==> src/rtl/tx_interp_fir.sv <==
// -----------------------------------------------------------------------------
// tx_interp_fir
//
// Interpolate-by-2 transmit FIR. Each accepted baseband sample produces two
// output samples, one per polyphase branch of a 26-tap Q15 prototype. Both
// branches share a single multiplier and a single accumulator: phase 0 runs
// 13 MACs, waits for an output-rate tick, then phase 1 runs 13 MACs and waits
// for the next tick.
//
// Ports
//   clk        rising-edge clock
//   reset      asynchronous, active-high reset
//   in_valid   baseband sample offered
//   in_ready   block can accept a sample (high only while idle)
//   in_data    signed 10-bit input sample
//   out_tick   one-cycle output-rate strobe (nominally 2x input rate)
//   out_data   signed 10-bit interpolated sample, held between pulses
//   out_valid  one-cycle pulse, out_data updated this cycle
//   underrun   sticky: a tick arrived while no result was pending
// -----------------------------------------------------------------------------
module tx_interp_fir (
    input  logic              clk,
    input  logic              reset,
    input  logic              in_valid,
    output logic              in_ready,
    input  logic signed [9:0] in_data,
    input  logic              out_tick,
    output logic signed [9:0] out_data,
    output logic              out_valid,
    output logic              underrun
);

    // Even and odd taps of the prototype filter (Q15, signed 17-bit).
    localparam logic signed [16:0] P0 [13] = '{
        17'sd530,   -17'sd210,  17'sd1386,  17'sd427,   -17'sd3849,
        -17'sd2339, 17'sd38766, -17'sd5937, 17'sd4683,  17'sd1617,
        -17'sd1453, -17'sd677,  17'sd1418
    };
    localparam logic signed [16:0] P1 [13] = '{
        17'sd1418,  -17'sd677,  -17'sd1453, 17'sd1617,  17'sd4683,
        -17'sd5937, 17'sd38766, -17'sd2339, -17'sd3849, 17'sd427,
        17'sd1386,  -17'sd210,  17'sd530
    };

    localparam logic [3:0] LAST_TAP = 4'd12;

    typedef enum logic [2:0] {
        IDLE,
        MAC0,
        WAIT0,
        MAC1,
        WAIT1
    } state_t;

    state_t state;
    state_t state_next;

    logic signed [9:0]  hist [0:12];
    logic        [3:0]  k;
    logic signed [31:0] acc;
    logic signed [31:0] res;

    logic signed [16:0] coef;
    logic signed [26:0] prod;
    logic signed [31:0] acc_next;
    logic signed [31:0] res_shr;
    logic signed [9:0]  res_fmt;

    // ------------------------------------------------------------------
    // Shared MAC datapath
    // ------------------------------------------------------------------
    assign coef     = (state == MAC1) ? P1[k] : P0[k];
    assign prod     = hist[k] * coef;
    assign acc_next = acc + {{5{prod[26]}}, prod};

    // Floor (arithmetic shift) back to sample scale, then clamp to 10 bits.
    assign res_shr = res >>> 15;

    always_comb begin
        // NOTE: every always_comb output gets a default first so no path can
        // leave it unassigned and infer a latch.
        res_fmt = res_shr[9:0];
        if (res_shr > 32'sd511) begin
            res_fmt = 10'sd511;
        end else if (res_shr < -32'sd512) begin
            res_fmt = -10'sd512;
        end
    end

    assign in_ready = (state == IDLE);

    // ------------------------------------------------------------------
    // Control FSM
    // ------------------------------------------------------------------
    always_ff @(posedge clk or posedge reset) begin
        // NOTE: sequential state uses non-blocking assignments so every
        // register samples pre-edge values regardless of statement order.
        if (reset) begin
            state <= IDLE;
        end else begin
            state <= state_next;
        end
    end

    always_comb begin
        state_next = state;
        case (state)
            IDLE:    if (in_valid)       state_next = MAC0;
            MAC0:    if (k == LAST_TAP)  state_next = WAIT0;
            WAIT0:   if (out_tick)       state_next = MAC1;
            MAC1:    if (k == LAST_TAP)  state_next = WAIT1;
            WAIT1:   if (out_tick)       state_next = IDLE;
            default:                     state_next = IDLE;
        endcase
    end

    // ------------------------------------------------------------------
    // Datapath registers
    // ------------------------------------------------------------------
    always_ff @(posedge clk or posedge reset) begin
        if (reset) begin
            // NOTE: the history line is reset explicitly so the first sample
            // after reset always convolves against zeros; it is only 13 words.
            for (int i = 0; i < 13; i++) begin
                hist[i] <= '0;
            end
            k         <= '0;
            acc       <= '0;
            res       <= '0;
            out_data  <= '0;
            out_valid <= 1'b0;
            underrun  <= 1'b0;
        end else begin
            out_valid <= 1'b0;

            // A tick outside the wait states means the consumer outran us.
            if (out_tick && (state == IDLE || state == MAC0 || state == MAC1)) begin
                underrun <= 1'b1;
            end

            case (state)
                IDLE: begin
                    if (in_valid) begin
                        for (int i = 12; i > 0; i--) begin
                            hist[i] <= hist[i-1];
                        end
                        hist[0] <= in_data;
                        acc     <= '0;
                        k       <= '0;
                    end
                end

                MAC0, MAC1: begin
                    acc <= acc_next;
                    if (k == LAST_TAP) begin
                        res <= acc_next;
                        k   <= '0;
                    end else begin
                        k <= k + 4'd1;
                    end
                end

                WAIT0: begin
                    if (out_tick) begin
                        out_data  <= res_fmt;
                        out_valid <= 1'b1;
                        acc       <= '0;
                        k         <= '0;
                    end
                end

                WAIT1: begin
                    if (out_tick) begin
                        out_data  <= res_fmt;
                        out_valid <= 1'b1;
                    end
                end

                default: ;
            endcase
        end
    end

endmodule

==> config.mk <==
export PLATFORM = sky130hd
export DESIGN_NAME = tx_interp_fir
export DESIGN_NICKNAME = d
export VERILOG_FILES = /design/src/rtl/tx_interp_fir.sv
export SDC_FILE = /design/constraint.sdc
export NUM_CORES = 1
export LEC_CHECK = 0
export BUFFER_PORTS_ARGS = -buffer_cell sky130_fd_sc_hd__buf_2
export CORE_MARGIN = 4
export CORE_UTILIZATION = 35
export CTS_CLUSTER_DIAMETER = 100
export DETAILED_ROUTE_END_ITERATION = 16
export PLACE_DENSITY = 0.55
export SLEW_MARGIN = 20
export SYNTH_ARGS = -nofsm -noshare
export SYNTH_HDL_FRONTEND = slang
export SYNTH_SLANG_ARGS = --single-unit
==> constraint.sdc <==
create_clock -name clk -period 9.35 [get_ports clk]
set_input_delay 0.935 -clock clk [delete_from_list [all_inputs] [get_ports clk]]
set_output_delay 0.935 -clock clk [all_outputs]
set_load 0.005 [all_outputs]
* Word level (Yosys, flattened, before mapping)
Memories as Yosys holds them, arrays and structs flattened. Cells that the tools add are included.
Storage, ports and cells: input port bits 14, memories 2, bits in read-only memories 544, memory bits (writable) 0, latch bits 0, bits in registers 213
Memory list:
- (no name shown) | depth 16, bits a word 17, rd ports 1, clocked after memory_dff 0, wr ports 0, line 72 | assign coef = (state == MAC1) ? P1[k] : P0[k];
- (no name shown) | depth 16, bits a word 17, rd ports 1, clocked after memory_dff 0, wr ports 0, line 72
Operators by class: bitwise operators 1, shifts and indexed selects 0, multipliers 1, equal/unequal tests 10, magnitude comparators 3, reduce and logical (&&, ||, !) cells 12, $add $sub $neg 2, div/mod/pow operators 0, muxes and demuxes 25
Operators by type and width (number):
- $pmux 32 s3 | 1
- $mux 17 | 5
- $mux 32 | 2
- $bmux 10 s4 | 1
- $mux 10 | 4
- $add 32x32->32 | 1
- $mul 10x17->27 | 1
- $gt 17x10->1 const B | 1
- $lt 17x10->1 const B | 1
- $mux 3 | 5
- $pmux 3 s5 | 1
- $mux 4 | 3
- $pmux 4 s3 | 1
- $ne 2x2->1 const B | 4
- $eq 3x2->1 const B | 2
- $reduce_and 2->1 | 3
- $ge 5x5->1 const B | 1
- $not 4->5 | 1
- $reduce_and 5->1 | 1
- $add 4x1->4 const B | 1
- $eq 4x4->1 const B | 1
- $reduce_or 2->1 | 2
- $eq 3x1->1 const B | 1
- $eq 3x3->1 const B | 1
- 7 further kinds | 9

* Longest topological paths before layout
depth after elaboration 8, depth in mapped cells 41, depth with buffers taken out 37

* Worst setup path after synthesis
OpenSTA, ideal clock, no wires.
path kind flip-flop to flip-flop, from register k[0], to register acc[28], setup time 131 ps, buffers on the path 5, cell stages (with the launch flop) 35, period minus slack after synthesis 9150 ps, data arrival time 9018 ps, required time 9219 ps, slack 200 ps, cell sequence dfrtp_1 > buf_4 > buf_4 > buf_4 > buf_4 > inv_1 > ha_1 > clkbuf_1 > o32ai_1 > nor2_1 > fa_1 > fa_1 > fa_1 > fa_1 > inv_1 > fa_1 > inv_1 > ha_1 > a211o_1 > a21oi_2 > a21boi_4 > o21bai_1 > a21oi_1 > o21bai_1 > a221o_1 > a21oi_1 > xnor2_1 > ha_1 > a21o_1 > a21oi_1 > o21a_1 > a31oi_4 > a32oi_1 > a2111oi_0 > or3_1
On the way: cells in the longest elaborated chain, start to end 8, elaborated cells on any way between the ends 14, those cells by class add/sub (1); mul (1); mux (9); bitwise (1); memory (2)
Ends and longest elaborated chain:
- start: declaration | line 59 | logic [3:0] k;
- start signal: assignment | line 159 | k <= k + 4'd1;
- $not 4->5 (not written as such) * | line 72, 73
- $mem_v2 16x17
- $mux 17 (not written as such) (2 in a row) | line 72
- $mux 17 | line 72
- $mul 10x17->27 * | line 73 | assign prod = hist[k] * coef;
- $add 32x32->32 * | line 74 | assign acc_next = acc + {{5{prod[26]}}, prod};
- $pmux 32 s3 * | line 141 | case (state)
- end signal: assignment | line 154 | acc <= acc_next;
- end: declaration | line 60 | logic signed [31:0] acc;
Mark *: on every way between the ends. The rest lies on a longest branch, timed or not. The select of a mux whose other input is x is not followed. A chain may end at the register's enable or synchronous reset.

* Worst setup path after layout
Same ends and word-level chain as after synthesis.

==> flow_summary.html <==
<table>
<tr><th>Metric</th><th>Value</th></tr>
<tr><th colspan="2">Clock network</th></tr>
<tr><td>Insertion delay of the later-clocked pin in the worst-skew pair</td><td>0.47 ns</td></tr>
<tr><td>Number of sinks on the clock net</td><td>198</td></tr>
<tr><td>Hold buffer count at CTS</td><td>0</td></tr>
<tr><td>Buffer depth of the longest clock path</td><td>2</td></tr>
<tr><td>CTS HTree Levels</td><td>4</td></tr>
<tr><td>Clock Tree Root</td><td>sky130_fd_sc_hd__clkbuf_16</td></tr>
<tr><td>Clock transition at the register clock pins on the worst setup and hold paths after CTS</td><td>0.09 ns</td></tr>
<tr><td>TritonCTS clock tree</td><td>built</td></tr>
<tr><td>Inserted Clock Buffers</td><td>17</td></tr>
<tr><th colspan="2">Logic synthesis</th></tr>
<tr><td>Syn Area/Cell</td><td>10.10 um^2</td></tr>
<tr><td>Count of warnings emitted by yosys</td><td>0</td></tr>
<tr><td>Count of state elements after synthesis</td><td>198</td></tr>
<tr><td>Proportion of synthesized chip area in sequential cells</td><td>0.2944</td></tr>
<tr><td>Distinct cell type count after synthesis</td><td>72</td></tr>
<tr><td>Fraction of registers with async set or reset after synthesis</td><td>1.000</td></tr>
<tr><td>Yosys top cell area share</td><td>0.2944</td></tr>
<tr><td>Total nets after synthesis</td><td>1933</td></tr>
<tr><td>Number of enable flip-flop cells after synthesis</td><td>0</td></tr>
<tr><td>Synthesized cell area</td><td>16830 um^2</td></tr>
<tr><td>Most frequent cell after synthesis</td><td>sky130_fd_sc_hd__inv_1</td></tr>
<tr><td>Number of cells produced by synthesis</td><td>1666</td></tr>
<tr><td>Dominant cells by area after synthesis</td><td>sky130_fd_sc_hd__dfrtp_1 29%, sky130_fd_sc_hd__fa_1 17%, sky130_fd_sc_hd__mux2_2 9.1%</td></tr>
<tr><td>Most instantiated cells after synthesis</td><td>225 x sky130_fd_sc_hd__inv_1, 198 x sky130_fd_sc_hd__dfrtp_1, 169 x sky130_fd_sc_hd__nand2_1</td></tr>
<tr><td>Most instantiated flip-flop cell in the synthesis netlist</td><td>sky130_fd_sc_hd__dfrtp_1</td></tr>
<tr><td>Cell type contributing the most total cell area after synthesis</td><td>sky130_fd_sc_hd__dfrtp_1</td></tr>
<tr><th colspan="2">Final layout</th></tr>
<tr><td># diodes</td><td>0</td></tr>
<tr><td>Area Growth Syn to Fin</td><td>9.873%</td></tr>
<tr><td>Net count reported at finish</td><td>1955</td></tr>
<tr><td>Share of layout cells above drive strength 1</td><td>0.1700</td></tr>
<tr><th colspan="2">Critical path</th></tr>
<tr><td>Cell occurring most often along the worst timing path</td><td>sky130_fd_sc_hd__fa_1</td></tr>
<tr><td>Critical path endpoint category</td><td>register</td></tr>
<tr><td>Max incr delay on CP</td><td>0.55 ns</td></tr>
<tr><td>Launching element type of the critical path</td><td>register</td></tr>
<tr><td>Setup CP Type</td><td>register to register</td></tr>
<tr><td>Data arrival time at the worst-slack endpoint</td><td>9.22 ns</td></tr>
<tr><td>Reg2Reg Depth</td><td>31</td></tr>
<tr><td>Worst endpoint required time</td><td>9.69 ns</td></tr>
<tr><td>Critical path peak fanout</td><td>29</td></tr>
<tr><td>Top Family by Delay on Critical Path</td><td>compound AO/OA/AOI/OAI gates</td></tr>
<tr><td>Buf/Inv on CP</td><td>4</td></tr>
<tr><td>Destination of the worst register-to-register timing path</td><td>acc[28]</td></tr>
<tr><td>Critical path depth</td><td>31</td></tr>
<tr><td>Startpoint of the worst setup timing path</td><td>k[0]</td></tr>
<tr><td>Standard cell with the maximum stage delay on the critical path</td><td>sky130_fd_sc_hd__fa_1</td></tr>
<tr><td>Register-to-register setup slack</td><td>0.47 ns</td></tr>
<tr><td>Startpoint of the worst-slack reg-to-reg timing path</td><td>k[0]</td></tr>
<tr><th colspan="2">STA</th></tr>
<tr><td>Total Neg Setup Slack</td><td>0 ns</td></tr>
<tr><td>Setup-failing EPs final</td><td>0</td></tr>
<tr><td>Final setup skew</td><td>0.01711 ns</td></tr>
<tr><td>Unrepaired setup endpoints after global routing</td><td>no</td></tr>
<tr><td>Fraction of the cycle the final worst path needs</td><td>0.9496</td></tr>
<tr><td>Final Hold Vio Count</td><td>0</td></tr>
<tr><td>Final worst path period need</td><td>8.879 ns</td></tr>
<tr><td>Fmax achieved</td><td>112.6 MHz</td></tr>
<tr><td>Slew Viols, Final</td><td>0</td></tr>
<tr><td>Rel. slew slack</td><td>0.2511</td></tr>
<tr><td>Actual slew at the worst max-slew pin</td><td>1.123 ns</td></tr>
<tr><th colspan="2">GRT</th></tr>
<tr><td>Maximum number of pins on one net before global-route repair</td><td>122</td></tr>
<tr><td>Residual overflow from global routing</td><td>0</td></tr>
<tr><td>GR Util All Layers</td><td>0.1528</td></tr>
<tr><td>Initial antenna violation count</td><td>0</td></tr>
<tr><td>Via count of the first global-routing pass</td><td>12322</td></tr>
<tr><td>First-pass GRT wire length</td><td>63850 um</td></tr>
<tr><th colspan="2">Die</th></tr>
<tr><td>Initial cell density of the core</td><td>0.3532</td></tr>
<tr><td>Site Rows</td><td>80</td></tr>
<tr><td>Die Width</td><td>227.3 um</td></tr>
<tr><td>Boundary pin count</td><td>27</td></tr>
<tr><td>Total core area</td><td>47650 um^2</td></tr>
<tr><td>Total die area</td><td>51660 um^2</td></tr>
<tr><td>Floorplan die height</td><td>227.3 um</td></tr>
<tr><th colspan="2">Drt</th></tr>
<tr><td>Violation count after the first detailed-route iteration</td><td>588</td></tr>
<tr><td>Via count of the routed design</td><td>11646</td></tr>
<tr><td>Total wire length</td><td>37610 um</td></tr>
<tr><td>Vias per std cell</td><td>5.031</td></tr>
<tr><td>Wirelength per Cell</td><td>16.25 um</td></tr>
<tr><td>DRC violations left</td><td>0</td></tr>
<tr><td>Detail Route Antenna Nets</td><td>0</td></tr>
<tr><td>DRT Pass-1 Iters</td><td>5</td></tr>
<tr><th colspan="2">Run status</th></tr>
<tr><td>Status</td><td>complete, no violations</td></tr>
<tr><th colspan="2">Run</th></tr>
<tr><td>Max_cap viols</td><td>0</td></tr>
<tr><th colspan="2">Min path</th></tr>
<tr><td>Endpoint of the worst hold-timing path</td><td>underrun</td></tr>
<tr><td>Path class of the lowest-slack min-delay path</td><td>register to register</td></tr>
<tr><td>Worst min-delay path startpoint</td><td>underrun</td></tr>
<tr><td>Worst Hold Depth</td><td>1</td></tr>
<tr><th colspan="2">Placed design</th></tr>
<tr><td>Count of buffers inserted at the top-level ports</td><td>26</td></tr>
<tr><td>Post-detail-place hpwl</td><td>28280 um</td></tr>
<tr><td>Global placement routability congestion</td><td>0.8470</td></tr>
</table>
cell families (layout without fill, tap and decap cells):
| kind of cell | Yosys count | after routing | share of synthesized area |
|---|---|---|---|
| simple gates | 390 | 390 | 0.1065 |
| compound gates | 295 | 295 | 0.1161 |
| buf+inv | 293 | 327 | 0.06765 |
| fa+ha+maj | 253 | 253 | 0.2537 |
| flops | 198 | 198 | 0.2944 |
| mux | 184 | 184 | 0.1314 |
| xor+xnor | 53 | 53 | 0.03026 |
flip-flops by register name (all words and copies together), names as in the netlist:
signal and cells:
state 3, res 17, out_data 10, acc 32
out_valid 1, underrun 1, hist 130, k 4
worst max-delay path by stage:
| stage | end |
|---|---|
| final | acc[28] |
| after CTS | acc[28] |
| after global placement | res[28] |
| after global routing | acc[28] |
| after detailed placement | res[28] |
| after floorplan | acc[28] |
layout make-up:
cell class,count,area [um^2]
fillers,4789,29150
multi-input cells,1175,10770
flip-flops and latches,198,4961
inverters,225,852.1
well taps,615,769.5
repair buffers,71,521.8
clock buffers,18,439.2
clock inverters,13,173.9
per-stage QoR:
stage                     setup WS [ns]  cells    util  hold slack, ns  instance area [um^2]
after CTS                        0.2036   2313  0.3866          0.4841                 18420
after floorplan                  0.2003   1666       -          0.4464                 16830
after global placement           0.4011   2282  0.3737          0.4535                 17810
after detailed placement         0.2694   2282  0.3737          0.4663                 17810
final                            0.4712   2315  0.3881          0.4777                 18490
after global routing            0.01098   2315  0.3881          0.4964                 18490
layout by cell type, fill, tap and decap left out, types with 5 or more instances in the layout:
| master | count |
|---|---|
| sky130_fd_sc_hd__inv_1 | 224 |
| sky130_fd_sc_hd__o31ai_1 | 5 |
| sky130_fd_sc_hd__mux2_2 | 136 |
| sky130_fd_sc_hd__mux4_2 | 16 |
| sky130_fd_sc_hd__buf_2 | 26 |
| sky130_fd_sc_hd__nor3_1 | 15 |
| sky130_fd_sc_hd__a22o_1 | 23 |
| sky130_fd_sc_hd__ha_1 | 105 |
| sky130_fd_sc_hd__a21oi_1 | 59 |
| sky130_fd_sc_hd__o21ai_1 | 8 |
| sky130_fd_sc_hd__a31oi_1 | 7 |
| sky130_fd_sc_hd__a211oi_1 | 7 |
| sky130_fd_sc_hd__nor2b_1 | 41 |
| sky130_fd_sc_hd__o21bai_1 | 8 |
| sky130_fd_sc_hd__nand3_1 | 15 |
| sky130_fd_sc_hd__xnor2_1 | 30 |
| sky130_fd_sc_hd__and2_1 | 17 |
| sky130_fd_sc_hd__o21a_1 | 6 |
| sky130_fd_sc_hd__xor2_1 | 18 |
| sky130_fd_sc_hd__and3_1 | 6 |
| sky130_fd_sc_hd__nor2_1 | 80 |
| sky130_fd_sc_hd__o22ai_1 | 5 |
| sky130_fd_sc_hd__nand2b_1 | 17 |
| sky130_fd_sc_hd__nand2_1 | 169 |
| sky130_fd_sc_hd__dfrtp_1 | 195 |
| sky130_fd_sc_hd__buf_4 | 41 |
| sky130_fd_sc_hd__a22oi_1 | 8 |
| sky130_fd_sc_hd__nand4_1 | 9 |
| sky130_fd_sc_hd__o211ai_1 | 9 |
| sky130_fd_sc_hd__inv_8 | 5 |
| sky130_fd_sc_hd__fa_1 | 147 |
| sky130_fd_sc_hd__o221ai_1 | 8 |
| sky130_fd_sc_hd__o21ai_0 | 79 |
| sky130_fd_sc_hd__mux2i_1 | 32 |
| sky130_fd_sc_hd__clkbuf_16 | 18 |
| sky130_fd_sc_hd__a21o_1 | 21 |
repair_timing:
action	CTS	global route
resized for setup	0	12
endpoints found under the setup margin	0	9
setup buffers	0	1
metal layers:
layer	up-vias	GRT usage	share of wire
li1	5649	-	-
met2	127	0.2593	0.49
met4	0	0.03455	0.013
met1	5847	0.2083	0.48
met3	23	0.02334	0.024
met5	-	0	0
Power is not shown: default switching activity piles up to over one toggle a cycle in this logic, so the estimate is an artifact.
